<file path="config.mk">
export PLATFORM = sky130hd
export DESIGN_NAME = bp_tlb_asid
export DESIGN_NICKNAME = d
export VERILOG_FILES = /design/src/rtl/bp_tlb_asid.sv
export SDC_FILE = /design/constraint.sdc
export NUM_CORES = 2
export LEC_CHECK = 0
export BUFFER_PORTS_ARGS = -buffer_cell sky130_fd_sc_hd__buf_2
export CAP_MARGIN = 30
export CORE_UTILIZATION = 56
export DETAILED_ROUTE_END_ITERATION = 10
export PLACE_DENSITY = 0.77
export SYNTH_ARGS = -nofsm -noshare
export SYNTH_HDL_FRONTEND = slang
export SYNTH_SLANG_ARGS = --single-unit
</file>
<file path="constraint.sdc">
create_clock -name clk_i -period 3.4 [get_ports clk_i]
set_clock_uncertainty 0.05 [all_clocks]
set_input_delay 0.68 -clock clk_i [delete_from_list [all_inputs] [get_ports clk_i]]
set_output_delay 0.68 -clock clk_i [all_outputs]
set_load 0.02 [all_outputs]
</file>
<file path="src/rtl/bp_tlb_asid.sv">
// Fully-associative ASID-tagged TLB with global and superpage entries, tree-PLRU replacement.
// Optional saturating perf counters are enabled with `define BP_TLB_PERF_CNT_EN.
module bp_tlb_asid #(
  parameter int els_p          = 8,
  parameter int vtag_width_p   = 27,
  parameter int ptag_width_p   = 28,
  parameter int asid_width_p   = 9,
  parameter int levels_p       = 3,
  parameter int pg_idx_width_p = 9,
  parameter int entry_width_lp = ptag_width_p + 6,
  parameter int lvl_width_lp   = (levels_p > 1) ? $clog2(levels_p) : 1
) (
  input  logic                      clk_i,
  input  logic                      reset_n_i,
  input  logic                      translation_en_i,
  input  logic [asid_width_p-1:0]   asid_i,
  input  logic                      r_v_i,
  input  logic [vtag_width_p-1:0]   r_vtag_i,
  input  logic                      w_v_i,
  input  logic [vtag_width_p-1:0]   w_vtag_i,
  input  logic [entry_width_lp-1:0] w_entry_i,
  input  logic [lvl_width_lp-1:0]   w_level_i,
  input  logic                      flush_v_i,
  input  logic [1:0]                flush_mode_i,
  input  logic [asid_width_p-1:0]   flush_asid_i,
  input  logic [vtag_width_p-1:0]   flush_vtag_i,
  output logic                      v_o,
  output logic [entry_width_lp-1:0] entry_o,
  output logic                      miss_v_o,
  output logic [vtag_width_p-1:0]   miss_vtag_o
`ifdef BP_TLB_PERF_CNT_EN
  ,
  output logic [31:0]               hit_cnt_o,
  output logic [31:0]               miss_cnt_o,
  output logic [31:0]               flush_cnt_o
`endif
);

  localparam int idx_w_lp = (els_p > 1) ? $clog2(els_p) : 1;
  localparam int g_bit_lp = 5;

  logic [els_p-1:0]                     valid_q, valid_d;
  logic [els_p-1:0][vtag_width_p-1:0]   vtag_q, vtag_d;
  logic [els_p-1:0][asid_width_p-1:0]   asid_q, asid_d;
  logic [els_p-1:0][lvl_width_lp-1:0]   level_q, level_d;
  logic [els_p-1:0][entry_width_lp-1:0] tlb_q, tlb_d;
  logic [els_p-2:0]                     plru_q, plru_d;
  logic                                 v_q, v_d, miss_v_q, miss_v_d;
  logic [entry_width_lp-1:0]            entry_q, entry_d;
  logic [vtag_width_p-1:0]              miss_vtag_q, miss_vtag_d;

  logic [els_p-1:0] r_match, w_match, f_asid, f_vtag;
  logic [idx_w_lp-1:0] hit_way, fill_hit_way, inv_way, victim, fill_way;
  logic [ptag_width_p-1:0] vtag_ext, pmask, hit_ptag;

  function automatic logic [vtag_width_p-1:0] vmask(input logic [lvl_width_lp-1:0] lvl);
    return {vtag_width_p{1'b1}} << (int'(lvl) * pg_idx_width_p);
  endfunction

  // Tree nodes: children of n are 2n+1 / 2n+2; a 0 bit means the victim lies on the left.
  function automatic logic [els_p-2:0] plru_touch(input logic [els_p-2:0] cur,
                                                 input logic [idx_w_lp-1:0] way);
    logic [els_p-2:0]    nxt;
    logic [idx_w_lp-1:0] n;
    nxt = cur;
    n   = '0;
    for (int d = idx_w_lp-1; d >= 0; d--) begin
      nxt[n] = ~way[d];
      n      = idx_w_lp'(2*n + 1 + int'(way[d]));
    end
    return nxt;
  endfunction

  function automatic logic [idx_w_lp-1:0] plru_victim(input logic [els_p-2:0] cur);
    logic [idx_w_lp-1:0] v;
    logic [idx_w_lp-1:0] n;
    v = '0;
    n = '0;
    for (int d = idx_w_lp-1; d >= 0; d--) begin
      v[d] = cur[n];
      n    = idx_w_lp'(2*n + 1 + int'(cur[n]));
    end
    return v;
  endfunction

  always_comb begin
    for (int i = 0; i < els_p; i++) begin
      r_match[i] = valid_q[i] && (tlb_q[i][g_bit_lp] || asid_q[i] == asid_i)
                   && (((vtag_q[i] ^ r_vtag_i) & vmask(level_q[i])) == '0);
      w_match[i] = valid_q[i] && (tlb_q[i][g_bit_lp] || asid_q[i] == asid_i)
                   && (level_q[i] == w_level_i)
                   && (((vtag_q[i] ^ w_vtag_i) & vmask(w_level_i)) == '0);
      f_asid[i]  = !tlb_q[i][g_bit_lp] && (asid_q[i] == flush_asid_i);
      f_vtag[i]  = (((vtag_q[i] ^ flush_vtag_i) & vmask(level_q[i])) == '0);
    end
  end

  // Descending scan leaves the lowest matching index.
  always_comb begin
    hit_way      = '0;
    fill_hit_way = '0;
    inv_way      = '0;
    for (int i = els_p-1; i >= 0; i--) begin
      if (r_match[i]) hit_way      = idx_w_lp'(i);
      if (w_match[i]) fill_hit_way = idx_w_lp'(i);
      if (!valid_q[i]) inv_way     = idx_w_lp'(i);
    end
  end

  assign victim   = plru_victim(plru_q);
  assign fill_way = (|w_match) ? fill_hit_way : (!(&valid_q)) ? inv_way : victim;

  // Superpage: low ptag bits come from the request VPN.
  assign vtag_ext = ptag_width_p'(r_vtag_i);
  assign pmask    = {ptag_width_p{1'b1}} << (int'(level_q[hit_way]) * pg_idx_width_p);
  assign hit_ptag = (tlb_q[hit_way][entry_width_lp-1:6] & pmask) | (vtag_ext & ~pmask);

  always_comb begin
    valid_d     = valid_q;
    vtag_d      = vtag_q;
    asid_d      = asid_q;
    level_d     = level_q;
    tlb_d       = tlb_q;
    plru_d      = plru_q;
    v_d         = 1'b0;
    miss_v_d    = 1'b0;
    entry_d     = entry_q;
    miss_vtag_d = miss_vtag_q;
    if (flush_v_i) begin
      unique case (flush_mode_i)
        2'd0: begin
          valid_d = '0;
          plru_d  = '0;
        end
        2'd1:    valid_d = valid_q & ~f_asid;
        2'd2:    valid_d = valid_q & ~f_vtag;
        default: valid_d = valid_q & ~(f_asid & f_vtag);
      endcase
    end else if (w_v_i) begin
      if (translation_en_i) begin
        valid_d[fill_way] = 1'b1;
        vtag_d[fill_way]  = w_vtag_i;
        asid_d[fill_way]  = asid_i;
        level_d[fill_way] = w_level_i;
        tlb_d[fill_way]   = w_entry_i;
        plru_d            = plru_touch(plru_q, fill_way);
      end
    end else if (r_v_i) begin
      if (!translation_en_i) begin
        v_d     = 1'b1;
        entry_d = {vtag_ext, 6'b011111};
      end else if (|r_match) begin
        v_d     = 1'b1;
        entry_d = {hit_ptag, tlb_q[hit_way][5:0]};
        plru_d  = plru_touch(plru_q, hit_way);
      end else begin
        miss_v_d    = 1'b1;
        miss_vtag_d = r_vtag_i;
      end
    end
  end

  always_ff @(posedge clk_i or negedge reset_n_i) begin
    if (!reset_n_i) begin
      valid_q     <= '0;
      vtag_q      <= '0;
      asid_q      <= '0;
      level_q     <= '0;
      tlb_q       <= '0;
      plru_q      <= '0;
      v_q         <= 1'b0;
      miss_v_q    <= 1'b0;
      entry_q     <= '0;
      miss_vtag_q <= '0;
    end else begin
      valid_q     <= valid_d;
      vtag_q      <= vtag_d;
      asid_q      <= asid_d;
      level_q     <= level_d;
      tlb_q       <= tlb_d;
      plru_q      <= plru_d;
      v_q         <= v_d;
      miss_v_q    <= miss_v_d;
      entry_q     <= entry_d;
      miss_vtag_q <= miss_vtag_d;
    end
  end

  assign v_o         = v_q;
  assign miss_v_o    = miss_v_q;
  assign entry_o     = entry_q;
  assign miss_vtag_o = miss_vtag_q;

`ifdef BP_TLB_PERF_CNT_EN
  logic        hit_evt, miss_evt;
  logic [31:0] hit_cnt_q, hit_cnt_d, miss_cnt_q, miss_cnt_d, flush_cnt_q, flush_cnt_d;

  assign hit_evt  = r_v_i && !w_v_i && !flush_v_i && translation_en_i && (|r_match);
  assign miss_evt = r_v_i && !w_v_i && !flush_v_i && translation_en_i && !(|r_match);

  always_comb begin
    hit_cnt_d   = hit_cnt_q;
    miss_cnt_d  = miss_cnt_q;
    flush_cnt_d = flush_cnt_q;
    if (hit_evt && hit_cnt_q != '1)     hit_cnt_d   = hit_cnt_q + 32'd1;
    if (miss_evt && miss_cnt_q != '1)   miss_cnt_d  = miss_cnt_q + 32'd1;
    if (flush_v_i && flush_cnt_q != '1) flush_cnt_d = flush_cnt_q + 32'd1;
  end

  always_ff @(posedge clk_i or negedge reset_n_i) begin
    if (!reset_n_i) begin
      hit_cnt_q   <= '0;
      miss_cnt_q  <= '0;
      flush_cnt_q <= '0;
    end else begin
      hit_cnt_q   <= hit_cnt_d;
      miss_cnt_q  <= miss_cnt_d;
      flush_cnt_q <= flush_cnt_d;
    end
  end

  assign hit_cnt_o   = hit_cnt_q;
  assign miss_cnt_o  = miss_cnt_q;
  assign flush_cnt_o = flush_cnt_q;
`else
  // Counters are not built in this configuration.
`endif

endmodule
</file>
==> results.txt <==
----------------------------------------------------
[Outcome]
  Result of the run ... finished with violations
  Violated checks ... setup timing

[Worst setup path]
  Crit Path Class ... reg -> reg
  Required time at the endpoint of the critical path ... ~3.9 ns
  Crit path launch type ... flip-flop
  Chain of cells forming the critical path ... buf_4 > xor2_1 > nor3_1 > a41oi_4 > nor4_4 > o221ai_2 > nand2b_1 > a21boi_2 > o21ai_1 > a31oi_4 > buf_12 > nor2b_4 > buf_6 > nand3_4 > buf_12 > buf_16 > mux2_4
  WP data arrival ... 4.46 ns
  CP endpoint kind ... flip-flop
  Crit Path Max Fanout ... 12
  Slowest stage cell on the critical path ... nor3_1
  Longest individual stage delay on the worst path ... between 0.4 and 0.5 ns
  Cell occurring most often along the worst timing path ... buf_12

[Die]
  Io pins ... between 200 and 250
  Total core area ... 0.0663 mm²
  Cell row count ... 94
  Floorplan die area ... around 0.07 mm²
  Starting Density ... around 57%
  Die Y ... 262 µm
  Overall die width ... 262 µm

[Yosys]
  Mean instance size in the synthesized netlist ... between 10 and 15 µm²
  Share of the synthesized area in the top cell type ... between 40% and 50%
  Synth Instances ... roughly 3300
  Area contributors post-synth ... dfrtp_1, mux2_2, xor2_1
  Synth warnings ... 0
  Count of flip-flops with a built-in enable after synthesis ... 0
  Area of the mapped netlist ... about 0.038 mm²
  Register area share after synthesis ... about 43%
  Share of synthesized flip-flops with an asynchronous set or reset ... between 90% and 100%
  Number of nets in the synthesized netlist ... 3415
  Commonest cells in the netlist ... dfrtp_1, mux2_2, xor2_1
  Number of register bits inferred by synthesis ... approximately 650
  Synth area leader ... dfrtp_1
  Unique cell type count in the Yosys netlist ... a little under 80
  Most common flop cell mapped by yosys ... dfrtp_1
  Most frequently used cell type in the post-synthesis netlist ... dfrtp_1

[Placed design]
  Cell Area, Placed ... about 0.045 mm²
  Count of port buffers added during placement ... just over 200
  Routability congestion estimate ... roughly 1.0
  Post-detail-place hpwl ... approximately 90000 µm
  Dpl cells ... approximately 4700

[Global routing]
  Pin count of the biggest net entering global routing ... 108
  Initial antenna violation count ... 11
  Vias in the first global route ... 32222
  First-pass GRT wire length ... a little over 200000 µm
  Aggregate global-route resource usage ... between 40 and 50%
  Congestion Overflow GR ... 0

[Routing]
  Via count normalized by instance count ... about 6.4
  Routed WL per cell ... ~30 µm
  Total wire length after detailed routing ... about 150000 µm
  Number of design-rule violations left by the first detailed-router iteration ... between 3000 and 4000
  Number of search-and-repair iterations in the first detailed-routing pass ... 6
  Antenna-violating nets left ... 0
  DRC violation count after routing ... 0
  Count of vias placed by the detailed router ... approximately 32000

[Clock network]
  Sinks on Clock Net ... approximately 650
  Clock edge transition at the registers on the reported setup and hold paths ... about 0.060 ns
  Library cell used as clock root buffer ... clkbuf_16
  Level count of the clock H-tree ... 3
  Maximum clock insertion buffer count ... 3
  Insertion delay of the later-clocked pin in the worst-skew pair ... between 0.6 and 0.7 ns
  Number of buffers created by CTS ... 73
  TritonCTS clock tree ... built

[Power and ir drop]
  PnR Total Power ... approximately 0.028 W
  Internal Pwr Total ... 0.0184 W
  Net switching power figure ... 0.00923 W
  Worst supply voltage drop on vdd ... about 0.55 mV
  Fraction of power spent switching nets ... between 30% and 40%
  Relative contribution of sequential cells to total power ... 38.9%
  Logic gate share of total power ... between 30% and 40%
  Power share of the clock group ... between 20% and 30%
  Leakage power summed over all cells ... ~26 nW
  Power density over the cells ... ~550 mW/mm²

[Timing]
  Fin. max-slew vios ... 0
  Final total negative setup slack ... -294.71 ns
  Count of final hold-check violations ... 0
  Transition at the pin with the smallest max-transition slack ... 0.737 ns
  Fin crit share ... 117%
  Final worst slack ... -0.573 ns
  Max frequency ... 252 MHz
  Worst hold slack ... around 0.32 ns
  Final setup vio count ... between 600 and 700
  Slew headroom ... 50.6%
  Setup repair after global routing missed its margin ... yes
  Final critical-path required period ... between 3 and 4 ns

[Layout]
  Count of placed standard cells in the final layout, fillers left out ... a little under 5000
  Post-synthesis to final-layout area growth ... 34.0%
  Share of cells above drive strength 1 ... 44.6%
  Total Nets Final ... between 4000 and 5000
  Final instance area ... slightly above 0.05 mm²

[Min path]
  Kind of path behind the tightest hold check ... in -> reg

[Run]
  Number of violations of the max-capacitance limit ... 0

----------------------------------------------------
==> state kept, by name, summed over array words and instances, names as in the netlist <==
| signal | count |
|---|---|
| valid_q | 8 |
| tlb_q | 272 |
| plru_q | 7 |
| miss_v_o | 1 |
| asid_q | 72 |
| v_o | 1 |
| miss_vtag_o | 27 |
| vtag_q | 216 |
| level_q | 16 |
| entry_o | 34 |
==> layout make-up <==
type	instances	area (µm²)
diodes	7	17.5
clock buffers	104	2090
clock inverters	18	238
fillers	4051	15700
inverters	30	128
multi-input cells	2315	21700
flip-flops and latches	654	16400
well taps	864	1080
repair buffers	960	9020
==> layout by cell type (no fill, tap or decap), types with 79 or more instances in the layout <==
cell         n
buf_12      79
buf_2      202
mux2_4     161
clkbuf_16   92
mux2_2     421
buf_4      578
dfrtp_1    650
nor4_1      83
xor2_1     502
nand2_1    118
mux2i_1    138
xnor2_1    292
==> worst max-delay path, delay by kind of cell (launching register included) <==
| kind | cells | cell delay, ns |
|---|---|---|
| AOI/OAI and AO/OA | 5 | 0.89 |
| xor gates and xnor gates | 1 | 0.14 |
| buffers and inverters | 5 | 0.87 |
| DFF | 1 | 0.38 |
| muxes | 1 | 0.32 |
| and+or+nand+nor | 5 | 1.18 |
==> final timing paths <==
kind	slack [ns]	from	cells past startpoint	endpoint
setup / recovery	-0.57	vtag_q[169]	17	tlb_q[136]
hold / removal	0.32	w_entry_i[6]	2	tlb_q[210]
setup reg to reg	-0.57	vtag_q[169]	17	tlb_q[136]
hold reg to reg	0.43	miss_vtag_o[11]	2	miss_vtag_o[11]
max in group asynchronous	1.63	reset_n_i	3	asid_q[12]
min in group asynchronous	0.48	reset_n_i	2	vtag_q[23]
==> per-layer routing <==
| metal | up-vias | track usage (%) | share of wire, % |
|---|---|---|---|
| met4 | 10 | 22.1 | 6.7 |
| met3 | 586 | 7.97 | 9.6 |
| met1 | 16007 | 52.0 | 38 |
| met2 | 1972 | 63.8 | 46 |
| li1 | 13028 | - | - |
| met5 | - | 0 | 0.043 |
==> metrics by stage <==
step / worst slack [ns] / utilization [%]
after floorplan: -0.127 / -
after global placement: -1.62 / 67.6
after detailed placement: -1.61 / 67.6
after CTS: -0.426 / 74.7
after global routing: -0.621 / 76.4
final: -0.573 / 76.4
==> kinds of logic after synthesis <==
family,Yosys count,share of synthesized area (%)
adder cells (fa/ha/maj),14,0.463
flip-flops,654,43.3
AO/OA/AOI/OAI,285,5.60
XOR/XNOR,801,18.5
AND/OR/NAND/NOR,478,6.72
buffers and inverters,290,3.83
multiplexers,736,21.6
==> power by group through the flow <==
stage                     clock [W]  combinational, W  sequential [W]
after floorplan                   0           0.00457          0.0108
after global placement            0           0.00766          0.0106
after detailed placement          0           0.00791          0.0107
after CTS                   0.00791           0.00844          0.0106
after global routing        0.00825           0.00940          0.0108
final                       0.00796           0.00893          0.0107
==> repair_timing <==
item | in CTS | in global routing
setup endpoints to repair | 652 | 654
gates cloned | 36 | 22
setup buffers | 60 | 27
endpoints found under the hold margin | 16 | 0
pin swaps | 49 | 56
hold buffers | 1 | 0
resized for setup | 213 | 125
(Power assumes the default switching activity.)
